`config.mk`:
```
export PLATFORM = sky130hd
export DESIGN_NAME = qpsk_frame_ctrl_flat
export DESIGN_NICKNAME = d
export VERILOG_FILES = /design/src/rtl/qpsk_pkg.sv /design/src/rtl/qpsk_frame_ctrl_if.sv /design/src/rtl/qpsk_sym_timer.sv /design/src/rtl/qpsk_frame_ctrl.sv /design/src/flat_wrapper.sv
export SDC_FILE = /design/constraint.sdc
export NUM_CORES = 1
export LEC_CHECK = 0
export BUFFER_PORTS_ARGS = -buffer_cell sky130_fd_sc_hd__buf_2
export CAP_MARGIN = 20
export CORE_MARGIN = 4
export CORE_UTILIZATION = 51
export CTS_CLUSTER_SIZE = 25
export DETAILED_ROUTE_END_ITERATION = 8
export PLACE_DENSITY = 0.73
export SYNTH_ARGS = -nofsm -noshare
export SYNTH_HDL_FRONTEND = slang
export SYNTH_HIERARCHICAL = 1
export SYNTH_SLANG_ARGS = --single-unit
export TNS_END_PERCENT = 20
```
`constraint.sdc`:
```
create_clock -name clk -period 5.6 [get_ports clk]
set_clock_uncertainty 0.2 [all_clocks]
set_input_delay 0.56 -clock clk [delete_from_list [all_inputs] [get_ports clk]]
set_output_delay 0.56 -clock clk [all_outputs]
set_load 0.005 [all_outputs]
```
`src/rtl/qpsk_pkg.sv`:
```
// Shared QPSK transmit definitions: frame-controller state encoding,
// preamble dibits and default symbol-rate / frame-length constants.
package qpsk_pkg;

  typedef enum logic [1:0] {
    ST_IDLE,
    ST_PREAMBLE,
    ST_PAYLOAD,
    ST_TAIL
  } state_e;

  // Preamble alternates 00,11,00,11,... starting with symbol 0
  localparam logic [1:0] PRE_DIBIT_EVEN = 2'b00;
  localparam logic [1:0] PRE_DIBIT_ODD  = 2'b11;

  localparam int unsigned DEF_SPS           = 10;
  localparam int unsigned DEF_PREAMBLE_SYMS = 8;
  localparam int unsigned DEF_PAYLOAD_SYMS  = 16;
  localparam int unsigned DEF_TAIL_SYMS     = 2;

  function automatic int unsigned max3(input int unsigned a, input int unsigned b,
                                       input int unsigned c);
    int unsigned m;
    m = (a > b) ? a : b;
    return (m > c) ? m : c;
  endfunction

endpackage

```
`src/rtl/qpsk_frame_ctrl_if.sv`:
```
// Bit-source handshake and modulator-facing symbol bus of the frame controller.
interface qpsk_frame_ctrl_if;
  logic start;
  logic bit_in;
  logic bit_valid;
  logic bit_ready;
  logic sym_i;
  logic sym_q;
  logic sym_stb;
  logic mod_en;
  logic busy;
  logic frame_done;
  logic underrun;

  // Bit source / frame initiator side
  modport master (
    output start, bit_in, bit_valid,
    input  bit_ready, sym_i, sym_q, sym_stb, mod_en, busy, frame_done, underrun
  );

  // Frame controller side
  modport slave (
    input  start, bit_in, bit_valid,
    output bit_ready, sym_i, sym_q, sym_stb, mod_en, busy, frame_done, underrun
  );
endinterface

```
`src/rtl/qpsk_sym_timer.sv`:
```
// Samples-per-symbol counter: flags the last sample of each symbol period.
module qpsk_sym_timer
  import qpsk_pkg::*;
#(
  parameter int unsigned SPS = DEF_SPS
) (
  input  logic clk,
  input  logic rst,
  input  logic en,
  input  logic clr,
  output logic last_samp
);
  localparam int unsigned W = $clog2(SPS);
  localparam logic [W-1:0] LAST = W'(SPS - 1);

  logic [W-1:0] samp_cnt_q, samp_cnt_d;

  // Next count: restart on symbol load, otherwise advance while enabled
  always_comb begin
    samp_cnt_d = samp_cnt_q;
    if (clr)     samp_cnt_d = '0;
    else if (en) samp_cnt_d = samp_cnt_q + W'(1);
  end

  // Sample counter register
  always_ff @(posedge clk or posedge rst) begin
    if (rst) samp_cnt_q <= '0;
    else     samp_cnt_q <= samp_cnt_d;
  end

  assign last_samp = (samp_cnt_q == LAST);
endmodule

```
`src/rtl/qpsk_frame_ctrl.sv`:
```
// QPSK frame sequencer: preamble -> payload -> tail, packing serial payload
// bits into I/Q dibits and presenting one symbol every SPS clocks.
module qpsk_frame_ctrl
  import qpsk_pkg::*;
#(
  parameter int unsigned SPS           = DEF_SPS,
  parameter int unsigned PREAMBLE_SYMS = DEF_PREAMBLE_SYMS,
  parameter int unsigned PAYLOAD_SYMS  = DEF_PAYLOAD_SYMS,
  parameter int unsigned TAIL_SYMS     = DEF_TAIL_SYMS
) (
  input logic               clk,
  input logic               rst,
  qpsk_frame_ctrl_if.slave  bus
);
  localparam int unsigned SW = $clog2(max3(PREAMBLE_SYMS, PAYLOAD_SYMS, TAIL_SYMS) + 1);
  localparam logic [SW-1:0] PRE_LAST  = SW'(PREAMBLE_SYMS - 1);
  localparam logic [SW-1:0] PAY_LAST  = SW'(PAYLOAD_SYMS - 1);
  localparam logic [SW-1:0] TAIL_LAST = SW'(TAIL_SYMS - 1);

  state_e        state_q, state_d, nxt_state;
  logic [SW-1:0] sym_cnt_q, sym_cnt_d, nxt_idx;
  logic [1:0]    buf_q, buf_d;
  logic [1:0]    buf_cnt_q, buf_cnt_d;
  logic          sym_i_q, sym_i_d, sym_q_q, sym_q_d;
  logic          sym_stb_q, sym_stb_d;
  logic          frame_done_q, frame_done_d;
  logic          underrun_q, underrun_d;
  logic          last_samp, timer_clr, last_in_state, active, bit_ready, accept;

  assign active = (state_q != ST_IDLE);

  // Ready only while payload bits are still needed and the dibit buffer has room
  assign bit_ready = ~buf_cnt_q[1] &
                     ((state_q == ST_PREAMBLE) |
                      ((state_q == ST_PAYLOAD) & (sym_cnt_q != PAY_LAST)));
  assign accept = bus.bit_valid & bit_ready;

  qpsk_sym_timer #(.SPS(SPS)) u_timer (
    .clk       (clk),
    .rst       (rst),
    .en        (active),
    .clr       (timer_clr),
    .last_samp (last_samp)
  );

  // Next-state, symbol load and bit-buffer update
  always_comb begin
    state_d       = state_q;
    sym_cnt_d     = sym_cnt_q;
    buf_d         = buf_q;
    buf_cnt_d     = buf_cnt_q;
    sym_i_d       = sym_i_q;
    sym_q_d       = sym_q_q;
    sym_stb_d     = 1'b0;
    frame_done_d  = 1'b0;
    underrun_d    = underrun_q;
    timer_clr     = 1'b0;
    nxt_state     = state_q;
    nxt_idx       = sym_cnt_q;
    last_in_state = 1'b0;

    if (accept) begin
      buf_d[buf_cnt_q[0]] = bus.bit_in;
      buf_cnt_d           = buf_cnt_q + 2'd1;
    end

    case (state_q)
      ST_PREAMBLE: last_in_state = (sym_cnt_q == PRE_LAST);
      ST_PAYLOAD:  last_in_state = (sym_cnt_q == PAY_LAST);
      ST_TAIL:     last_in_state = (sym_cnt_q == TAIL_LAST);
      default:     last_in_state = 1'b0;
    endcase

    if (state_q == ST_IDLE) begin
      if (bus.start) begin
        state_d            = ST_PREAMBLE;
        sym_cnt_d          = '0;
        {sym_i_d, sym_q_d} = PRE_DIBIT_EVEN;
        sym_stb_d          = 1'b1;
        underrun_d         = 1'b0;
        timer_clr          = 1'b1;
      end
    end else if (last_samp) begin
      timer_clr = 1'b1;
      if (last_in_state) begin
        nxt_idx = '0;
        case (state_q)
          ST_PREAMBLE: nxt_state = ST_PAYLOAD;
          ST_PAYLOAD:  nxt_state = ST_TAIL;
          default:     nxt_state = ST_IDLE;
        endcase
      end else begin
        nxt_idx = sym_cnt_q + 1'b1;
      end
      state_d   = nxt_state;
      sym_cnt_d = nxt_idx;
      sym_stb_d = 1'b1;
      case (nxt_state)
        ST_PREAMBLE: {sym_i_d, sym_q_d} = nxt_idx[0] ? PRE_DIBIT_ODD : PRE_DIBIT_EVEN;
        ST_PAYLOAD: begin
          if (buf_cnt_q == 2'd2) begin
            sym_i_d   = buf_q[0];
            sym_q_d   = buf_q[1];
            buf_cnt_d = '0;
          end else begin
            // Partial bit stays buffered; a same-edge accept appends behind it
            {sym_i_d, sym_q_d} = 2'b00;
            underrun_d         = 1'b1;
          end
        end
        ST_TAIL: {sym_i_d, sym_q_d} = 2'b00;
        default: begin
          {sym_i_d, sym_q_d} = 2'b00;
          sym_stb_d          = 1'b0;
          frame_done_d       = 1'b1;
          buf_cnt_d          = '0;
        end
      endcase
    end
  end

  // State, counters, buffer and registered outputs
  always_ff @(posedge clk or posedge rst) begin
    if (rst) begin
      state_q      <= ST_IDLE;
      sym_cnt_q    <= '0;
      buf_q        <= '0;
      buf_cnt_q    <= '0;
      sym_i_q      <= 1'b0;
      sym_q_q      <= 1'b0;
      sym_stb_q    <= 1'b0;
      frame_done_q <= 1'b0;
      underrun_q   <= 1'b0;
    end else begin
      state_q      <= state_d;
      sym_cnt_q    <= sym_cnt_d;
      buf_q        <= buf_d;
      buf_cnt_q    <= buf_cnt_d;
      sym_i_q      <= sym_i_d;
      sym_q_q      <= sym_q_d;
      sym_stb_q    <= sym_stb_d;
      frame_done_q <= frame_done_d;
      underrun_q   <= underrun_d;
    end
  end

  assign bus.bit_ready  = bit_ready;
  assign bus.sym_i      = sym_i_q;
  assign bus.sym_q      = sym_q_q;
  assign bus.sym_stb    = sym_stb_q;
  assign bus.mod_en     = active;
  assign bus.busy       = active;
  assign bus.frame_done = frame_done_q;
  assign bus.underrun   = underrun_q;
endmodule

```
`src/flat_wrapper.sv`:
```
// flat-port wrapper written by rule: the top's interface ports become plain ports
module qpsk_frame_ctrl_flat import qpsk_pkg::*;
#(
  parameter int unsigned SPS           = DEF_SPS,
  parameter int unsigned PREAMBLE_SYMS = DEF_PREAMBLE_SYMS,
  parameter int unsigned PAYLOAD_SYMS  = DEF_PAYLOAD_SYMS,
  parameter int unsigned TAIL_SYMS     = DEF_TAIL_SYMS
)
  (clk, rst, bus_start, bus_bit_in, bus_bit_valid, bus_bit_ready, bus_sym_i, bus_sym_q, bus_sym_stb, bus_mod_en, bus_busy, bus_frame_done, bus_underrun);
  qpsk_frame_ctrl_if bus_i ();
  input logic clk;
  input logic rst;
  input wire logic [$bits(bus_i.start)-1:0] bus_start;
  input wire logic [$bits(bus_i.bit_in)-1:0] bus_bit_in;
  input wire logic [$bits(bus_i.bit_valid)-1:0] bus_bit_valid;
  output wire logic [$bits(bus_i.bit_ready)-1:0] bus_bit_ready;
  output wire logic [$bits(bus_i.sym_i)-1:0] bus_sym_i;
  output wire logic [$bits(bus_i.sym_q)-1:0] bus_sym_q;
  output wire logic [$bits(bus_i.sym_stb)-1:0] bus_sym_stb;
  output wire logic [$bits(bus_i.mod_en)-1:0] bus_mod_en;
  output wire logic [$bits(bus_i.busy)-1:0] bus_busy;
  output wire logic [$bits(bus_i.frame_done)-1:0] bus_frame_done;
  output wire logic [$bits(bus_i.underrun)-1:0] bus_underrun;
  assign bus_i.start = bus_start;
  assign bus_i.bit_in = bus_bit_in;
  assign bus_i.bit_valid = bus_bit_valid;
  assign bus_bit_ready = bus_i.bit_ready;
  assign bus_sym_i = bus_i.sym_i;
  assign bus_sym_q = bus_i.sym_q;
  assign bus_sym_stb = bus_i.sym_stb;
  assign bus_mod_en = bus_i.mod_en;
  assign bus_busy = bus_i.busy;
  assign bus_frame_done = bus_i.frame_done;
  assign bus_underrun = bus_i.underrun;
  qpsk_frame_ctrl #(.SPS(SPS), .PREAMBLE_SYMS(PREAMBLE_SYMS), .PAYLOAD_SYMS(PAYLOAD_SYMS), .TAIL_SYMS(TAIL_SYMS)) u_core (.clk(clk), .rst(rst), .bus(bus_i));
endmodule
```
Word-level counts from Yosys, hierarchy flattened

Cells that the tools add are included.

Register bits after elaboration: 20
Input bits: 5
Output and inout bits: 8
Logic and storage cells: 91

Add/subtract/negate cells: 3
Magnitude comparators: 2
Equality and inequality tests: 14
Mux-type cells: 47
Bitwise operators: 5
Reductions and logical operators: 10

Operators with widths:

| kind                  | count |
|---|---|
| $mux W5               | 6 |
| $mux W2               | 11 |
| $mux W1               | 21 |
| $eq A2 B2 Y1 const B  | 5 |
| $mux W4               | 2 |
| $pmux W2 S2           | 2 |
| $reduce_bool A2 Y1    | 4 |
| $add A5 B1 Y5 const B | 1 |
| $eq A5 B1 Y1 const B  | 1 |
| $eq A5 B3 Y1 const B  | 1 |
| $eq A5 B4 Y1 const B  | 1 |
| $ne A5 B4 Y1 const B  | 1 |
| $add A4 B1 Y4 const B | 1 |
| $eq A2 B1 Y1 const B  | 2 |
| $eq A4 B4 Y1 const B  | 1 |
| $pmux W1 S2           | 2 |
| $reduce_and A4 Y1     | 1 |
| $and A1 B1 Y1         | 3 |
| $pmux W1 S3           | 1 |
| $reduce_or A3 Y1      | 1 |
| $add A2 B1 Y2 const B | 1 |
| $bwmux W2             | 1 |
| $logic_not A2 Y1      | 1 |
| $lt A1 B2 Y1 const B  | 1 |
| 9 further kinds       | 9 |

Logic depth before layout (Yosys ltp)

Gate-level depths: netlist of run 1.

Depth after elaboration: 10
Gate-level depth with buffers: 11
Mapped depth without buffers: 11

Cells and area by module

Netlist of run 1, hierarchy kept.

Modules (own cells, without submodules):

| module          | times used | cells each | area an instance (um^2) | sequential area each (um^2) |
|---|---|---|---|---|
| qpsk_frame_ctrl | 1          | 113        | 1114.8                  | 400.4 |
| qpsk_sym_timer  | 1          | 20         | 219.0                   | 100.1 |

Least setup slack after synthesis of run 1

OpenSTA, ideal clock, no wires.

Path type: register -> register
From: register u_core.state_q[0]
To: register u_core.buf_cnt_q[1]
Setup time: 0.086 ns
Arrival: 2.695 ns
Data required time: 5.314 ns
Setup slack: 2.619 ns
Cell stages (with the launch flop): 12
Buffers on the path: 1
Period minus slack after synthesis: 2.981 ns
Cells stage by stage: dfrtp_1 -> ha_1 -> or3b_1 -> buf_6 -> a2111oi_4 -> nor2_1 -> a21oi_1 -> ha_1 -> nor2b_1 -> nor3_1 -> mux2_4 -> nor3_1

Longest elaborated chain between the ends: 10
Elaborated cells on any way between the ends: 22
Those cells by class: eq/ne (6); mux (10); bitwise (4); reduce/logical (2)

Ends and longest elaborated chain:

| what                                                  | RTL line                                     | source |
|---|---|---|
| start: declaration                                    | qpsk_frame_ctrl.sv:20                        | `state_e state_q, state_d, nxt_state;` |
| start signal: assignment                              | qpsk_frame_ctrl.sv:135                       | `state_q <= state_d;` |
| $eq A2 B2 Y1, or another cell as far along            | qpsk_frame_ctrl.sv:67                        | `case (state_q)` |
| $pmux W1 S3, or another cell as far along             | qpsk_frame_ctrl.sv:67                        |  |
| $mux W2 or $or A1 B1 Y1 (tied branches)               | qpsk_frame_ctrl.sv:85, qpsk_frame_ctrl.sv:34 |  |
| $mux W2 or $and A1 B1 Y1 (tied branches)              | qpsk_frame_ctrl.sv:83, qpsk_frame_ctrl.sv:33 |  |
| $mux W2 or $and A1 B1 Y1 (tied branches)              | qpsk_frame_ctrl.sv:74, qpsk_frame_ctrl.sv:36 |  |
| $eq A2 B2 Y1, or another cell as far along            | qpsk_frame_ctrl.sv:98                        | `case (nxt_state)` |
| $reduce_or A2 Y1 (no line) or $mux W2 (tied branches) | n/a                                          |  |
| $pmux W2 S2                                           | qpsk_frame_ctrl.sv:98                        |  |
| $mux W2                                               | qpsk_frame_ctrl.sv:83                        | `end else if (last_samp) begin` |
| $mux W2 (*)                                           | qpsk_frame_ctrl.sv:74                        | `if (state_q == ST_IDLE) begin` |
| via u_core.buf_cnt_d[1]                               | qpsk_frame_ctrl.sv:23                        | `logic [1:0] buf_cnt_q, buf_cnt_d;` |
| end signal: assignment                                | qpsk_frame_ctrl.sv:138                       | `buf_cnt_q <= buf_cnt_d;` |
| end: declaration                                      | qpsk_frame_ctrl.sv:23                        |  |

Mark *: on every way through the listed nets, which the timed path passes. The rest lies on a longest branch. The select of a mux whose other input is x is not followed.
A chain may end at the register's enable or synchronous reset.

Final worst setup path of run 1

From: register u_core.state_q[0]
To: register u_core.buf_cnt_q[0]

Same word-level chain as after synthesis.

==> out/summary.txt, run 1 <==
F_max -> 0.304 GHz
Critical Path Start Type -> register
Synth Net Count -> 154
Final hold vios -> 0
Critical Path Sink Type -> register
Core Rows -> 18
Ant. Diodes -> 0
Crit Path Category -> register to register
Area of the multi-input gates -> 762 µm²
Leakage -> 0.725 nW
Cell Chain, Critical Path -> ha_1, or3b_1, a2111oi_4, nor2_1, a21oi_1, ha_1, nor2b_1, nor3_1, mux2_4, nor3_1
Residual DRC -> 0
VDD IR max -> 0.000164 V
FF+latch area -> 500 µm²
Yosys warnings -> 6
Synth-to-layout area growth -> 7.79%
Final wirelength -> 2.72 mm
Fillers -> 219
Min Tclk post-route -> 3290 ps
Via density per instance -> 5.90
Clock latency on the worst-skew pair -> 290 ps
Die Height -> 59.1 µm
Die X -> 59.1 µm
Worst Path Required -> 5610 ps
Setup bufs post-CTS -> 0
Port Buffer Count -> 12
Slew Limit Fails -> 0
RSZ-0062 raised after global routing -> no
Worst-path maximum fanout -> 10
Pwr dens -> 151 mW/mm²
Vias in the first global route -> 1069
Clk root buf -> clkbuf_4
Initial antenna violation count -> 0
ANT nets after route -> 0
Overflow after GRT -> 0
Global-route wire length before repair -> 4.82 mm
TritonCTS Buffers -> 3
Initial core utilization -> 53.8%
Final Setup Violations -> 0
Final setup TNS -> 0 ps
CP arrival -> 3300 ps
Mapped Area -> 0.00133 mm²
Share of layout cells above drive strength 1 -> 18.6%
Clock slew at reported path FFs -> 100 ps
EDFF count, synth -> 0
Total power -> 0.000217 W
Area leader, netlist -> dfrtp_1
Synth unique cells -> 43
H-tree levels -> 1
Ranking of synthesized cells by area -> dfrtp_1 (38%), ha_1 (15%), inv_1 (3.4%)
Gpl congestion -> 0.885
Core box area -> 0.00248 mm²
CP peak stage delay -> 660 ps
Yosys reg bits -> 20
Clock Sinks -> 20
Cell family with most CP delay -> simple AND/OR/NAND/NOR gates
CTS tree -> built
Final HPWL DP -> 2.05 mm
Max-cap violations -> 0
Most used flip-flop cell after synthesis -> dfrtp_1
Die area -> 0.00350 mm²
Io pins -> 13
Drt wl/cell -> 15.5 µm
Gate Count Post-Synth -> 133
Initial DRT Pass Iterations -> 4
Worst-margin pin slew -> 659 ps
Slowest CP cell -> a2111oi_4
Synth Area per Inst -> 10.0 µm²
Worst min path class -> register to register
Rel. slew slack -> 55.9%
Fin crit share -> 58.8%
Clock Path Buffers -> 2
Starting DRT DRC Count -> 44
GRT Overall Usage -> 17.9%
Critical path buffers and inverters -> 0
Asr flop ratio synth -> 100%
Largest net degree at the start of global routing -> 17
Nets -> 168
Status -> finished, final reports clean
Sequential-to-total area share from yosys stat -> 37.5%
Area share of the largest cell type after synthesis -> 37.5%
Via count -> 1032
worst paths after layout:
check | start | end | slack, ps | depth (start not counted)
min | u_core/bus.sym_q | u_core/bus.sym_q | 290 | 2
min reg2reg | u_core/bus.sym_q | u_core/bus.sym_q | 290 | 2
max | u_core/state_q[0] | u_core/buf_cnt_q[0] | 2310 | 10
max reg2reg | u_core/state_q[0] | u_core/buf_cnt_q[0] | 2310 | 10
max in group asynchronous | rst | u_core/sym_cnt_q[1] | 4090 | 3
min in group asynchronous | rst | u_core/u_timer/samp_cnt_q[0] | 510 | 3
placed cells by master, fill, tap and decap left out, types with 3 or more instances in the layout:
| cell | instances |
|---|---|
| nand2b_1 | 3 |
| buf_2 | 12 |
| a211oi_1 | 3 |
| mux2_2 | 3 |
| nor2_1 | 8 |
| nand2_1 | 7 |
| inv_1 | 12 |
| nor2b_1 | 4 |
| clkbuf_4 | 3 |
| a21oi_1 | 5 |
| ha_1 | 16 |
| o21ai_0 | 5 |
| nand3_1 | 3 |
| dfrtp_1 | 20 |
| nor3_1 | 7 |
Yosys cell counts (2+ instances only):
master and number:
a21oi_1 5, nor2_1 8, xnor2_1 2, nand3b_1 2
dfrtp_1 20, a31oi_1 2, nand2_1 7, nor2b_1 4
nand2b_1 3, mux2_2 3, a211oi_1 3, inv_1 12
nor3_1 7, clkbuf_1 2, o21ai_0 5, o31ai_1 2
a21o_2 2, nand3_1 3, ha_1 16, mux2_4 2
through the flow:
stage	cells	setup slack, ps	cell area, µm²	utilization (%)	hold WS, ps
6_report	175	2310	1440	58.0	292
5_1_grt	175	2100	1440	58.0	311
4_1_cts	175	2340	1440	58.0	300
3_5_place_dp	171	2350	1410	56.7	261
3_3_place_gp	171	2480	1410	56.7	255
2_1_floorplan	133	2620	1330	-	126
report_power, final:
part	internal [W]	switching, W	total [W]
registers	0.000145	0.000000246	0.000145
logic	0.00000229	0.00000475	0.00000703
clock network	0.0000250	0.0000397	0.0000646
total	0.000172	0.0000447	0.000217
tightest hold or removal path, cell delays in order (launching register included):
cell	delay, ps
dfrtp_1	350
nand2_1	50
o31ai_1	60
sequential cells by signal, summed over array words and instances (netlist names):
register                   flops
u_core/bus.sym_i               1
u_core/bus.sym_q               1
u_core/sym_cnt_q               5
u_core/bus.frame_done          1
u_core/bus.sym_stb             1
u_core/u_timer/samp_cnt_q      4
u_core/state_q                 2
u_core/bus.underrun            1
u_core/buf_cnt_q               2
u_core/buf_q                   2
kinds of logic after synthesis:
kind of cell / synth area share [%]
buffers and inverters: 5.35
XOR/XNOR: 1.97
adder cells (fa/ha/maj): 15.0
flip-flops: 37.5
AO/OA/AOI/OAI: 18.5
AND/OR/NAND/NOR: 16.9
multiplexers: 4.78
layer usage:
layer	part of all wire, %	global-route usage, %	vias to the layer above	wire length (µm)
met4	1.5	6.47	0	42
met5	0	0	-	0
met2	49	29.2	27	1340
met1	45	23.8	496	1220
li1	-	-	503	-
met3	4.3	3.27	6	118
cell type report:
class                           count  share of cell area, %
Clock buffer                        3                   1.57
Inverter                           12                   3.13
Multi-Input combinational cell     97                   53.0
Sequential cell                    20                   34.8
Tap cell                           30                   2.61
Timing Repair Buffer               13                   4.87
what timing repair did:
| item | CTS | global route |
|---|---|---|
| gates resized for setup | 0 | 0 |
| setup endpoints to repair | 0 | 0 |
| hold buffers | 1 | 0 |
| hold endpoints to repair | 4 | 0 |
(Power assumes the default switching activity.)
==> inputs of run 2 (changes only) <==
--- a/config.mk
+++ b/config.mk
@@ -5,6 +5,7 @@
 export SDC_FILE = /design/constraint.sdc
 export NUM_CORES = 1
 export LEC_CHECK = 0
+export ABC_AREA = 1
 export BUFFER_PORTS_ARGS = -buffer_cell sky130_fd_sc_hd__buf_2
 export CAP_MARGIN = 20
 export CORE_MARGIN = 4
==> constraint.sdc (replaced) <==
create_clock -name clk -period 3.3 [get_ports clk]
set_clock_uncertainty 0.2 [all_clocks]
set_input_delay 0.33 -clock clk [delete_from_list [all_inputs] [get_ports clk]]
set_output_delay 0.33 -clock clk [all_outputs]
set_load 0.005 [all_outputs]
==> run 2 against run 1 <==
Compared with the run above: global-route usage decreased by 1.3 points; combinational power rose to 21 times the previous value; sequential power up 110%; register-to-register slack worse by 1400 ps; critical path depth increased by 3; die area down 3.4%; synthesized area decreased by 3.9%; critical endpoint is now u_core/buf_cnt_q[1].
==> out/summary.txt, run 2 <==
Status -> finished, final reports clean
Final Setup Violations -> 0
Via density per instance -> 5.09
Commonest cells post-synth -> inv_1 (28), nand2_1 (27), dfrtp_1 (20), ha_1 (16), nor2_1 (16)
Largest Register -> u_core/sym_cnt_q
RSZ-0062 raised after global routing -> no
EDFF count, synth -> 0
Die X -> 58.1 µm
Slew Limit Fails -> 0
Hold-fix buffers at CTS -> 1
Fillers -> 207
Crit Path Category -> register to register
Mapped Area -> 0.00128 mm²
Sequential-to-total area share from yosys stat -> 39.1%
Fin crit share -> 72.7%
Most used flip-flop cell after synthesis -> dfrtp_1
Yosys warnings -> 6
CTS resizes -> 0
Final hold vios -> 0
Clk root buf -> clkbuf_4
TritonCTS Buffers -> 3
Switching share of power -> 29.8%
Final HPWL DP -> 1.90 mm
Min-delay src -> bus_bit_in
GRT Overall Usage -> 16.6%
Cell Chain, Critical Path -> inv_1, ha_1, nand2_1, nand2_2, nor2_8, nand4_2, nand2_1, inv_1, ha_1, a21oi_1, nand3_2, nand2_2, nor2_1
Initial core utilization -> 55.8%
Fin area -> 0.00142 mm²
Yosys reg bits -> 20
H-tree levels -> 1
Die Height -> 58.1 µm
Vias in the first global route -> 982
Min Tclk post-route -> 2400 ps
Total net switching power -> 0.000175 W
Slowest CP cell -> dfrtp_1
Io pins -> 13
Biggest regs -> u_core/sym_cnt_q x5, u_core/u_timer/samp_cnt_q x4
Nets -> 191
Final wirelength -> 2.49 mm
Area leader, netlist -> dfrtp_1
Max FFs per register -> 5
Final setup TNS -> 0 ps
Port Buffer Count -> 12
Leakage -> 0.754 nW
CTS tree -> built
Via count -> 1002
Clock slew at reported path FFs -> 110 ps
Critical Path Sink Type -> register
Synth Area per Inst -> 8.37 µm²
FF-to-FF Start -> u_core/state_q[0]
Worst-path maximum fanout -> 6
Reg2Reg Setup Slack -> 900 ps
Rel. slew slack -> 57.9%
Global-route wire length before repair -> 4.33 mm
Most frequent cells in the layout -> inv_1 (28), nand2_1 (27), dfrtp_1 (20)
ANT nets after route -> 0
Clock latency on the worst-skew pair -> 300 ps
Worst Path Required -> 3300 ps
Gate power share -> 24.7%
Critical Path Start Type -> register
Pwr dens -> 415 mW/mm²
Starting DRT DRC Count -> 60
Synth unique cells -> 25
CP peak stage delay -> 470 ps
Worst-margin pin slew -> 630 ps
Initial DRT Pass Iterations -> 5
Crit path launch -> u_core/state_q[0]
Asr flop ratio synth -> 100%
Gate Count Post-Synth -> 153
Core box area -> 0.00230 mm²
CP arrival -> 2400 ps
VDD IR max -> 0.000302 V
Core Rows -> 17
Share of layout cells above drive strength 1 -> 18.9%
Ant. Diodes -> 0
Gpl congestion -> 0.919
F_max -> 0.417 GHz
Cell family with most CP delay -> simple AND/OR/NAND/NOR gates
Commonest non-fill, non-tap cell in the layout -> inv_1
Clock share of power -> 24.5%
Initial antenna violation count -> 0
Area share of the largest cell type after synthesis -> 39.1%
Clock Path Buffers -> 2
Seq pwr share -> 50.8%
Internal power -> 0.000412 W
Largest net degree at the start of global routing -> 17
Max-cap violations -> 0
Overflow after GRT -> 0
Most common cell in the synthesized netlist -> inv_1
Residual DRC -> 0
Setup bufs post-CTS -> 0
Ranking of synthesized cells by area -> dfrtp_1 (39%), ha_1 (16%), inv_1 (8.2%)
Synth-to-layout area growth -> 10.4%
Total power -> 0.000587 W
Synth Net Count -> 174
Clock Sinks -> 20
Die area -> 0.00338 mm²
Drt wl/cell -> 12.7 µm
Placed Area -> 0.00137 mm²
Critical path buffers and inverters -> 2
Worst min path class -> primary input to register
==> run 2: stage by stage <==
stage / hold WS (ps) / util, % / instances / setup WS, ps
after floorplan: -104 / - / 153 / 1120
final: 43.3 / 61.6 / 197 / 901
after global routing: 58.4 / 61.6 / 197 / 691
after detailed placement: 28.7 / 59.6 / 192 / 934
after CTS: 34.7 / 61.6 / 197 / 899
after global placement: 24.5 / 59.6 / 192 / 1030
==> run 2: worst paths after layout <==
check	to	cells after the start
max	u_core/buf_cnt_q[1]	13
min	u_core/buf_q[0]	3
max reg2reg	u_core/buf_cnt_q[1]	13
min reg2reg	u_core/bus.sym_i	2
max in group asynchronous	u_core/bus.frame_done	3
min in group asynchronous	u_core/u_timer/samp_cnt_q[0]	3
==> run 2: layout make-up <==
type / count / area (µm²) / area share [%]
multi-input combinational: 103 / 664 / 46.9
inverter: 29 / 109 / 7.69
tap: 28 / 35.0 / 2.48
timing repair buffer: 13 / 70.1 / 4.95
sequential: 20 / 500 / 35.4
clock buffer: 4 / 36.3 / 2.56
==> run 2: kinds of logic after synthesis <==
| logic type | Yosys count | share of synthesized area, % |
|---|---|---|
| AO/OA/AOI/OAI | 19 | 8.59 |
| XOR/XNOR | 2 | 1.37 |
| AND/OR/NAND/NOR | 66 | 26.3 |
| flip-flops | 20 | 39.1 |
| buffers and inverters | 30 | 9.08 |
| adder cells (fa/ha/maj) | 16 | 15.6 |
==> run 2: metal layers <==
metal	routed length, µm	vias to the layer above	global-route usage [%]
li1	-	507	-
met1	1080	467	20.8
met2	1280	24	29.0
met3	92	4	2.23
met4	35	0	5.96
met5	0	-	0
==> run 2: worst reg2reg max path: stages (launching register included) <==
cell and delay [ps]:
dfrtp_1 470, inv_1 140, ha_1 260, nand2_1 90, nand2_2 90, nor2_8 130
nand4_2 130, nand2_1 120, inv_1 70, ha_1 220, a21oi_1 170, nand3_2 100
nand2_2 70, nor2_1 40
==> run 2: power by group through the flow <==
stage	combinational [W]	clock [W]	sequential, W
2_1_floorplan	0.0000978	0	0.000304
3_3_place_gp	0.000138	0	0.000302
3_5_place_dp	0.000145	0	0.000304
4_1_cts	0.000148	0.000149	0.000299
5_1_grt	0.000174	0.000164	0.000305
6_report	0.000145	0.000144	0.000299
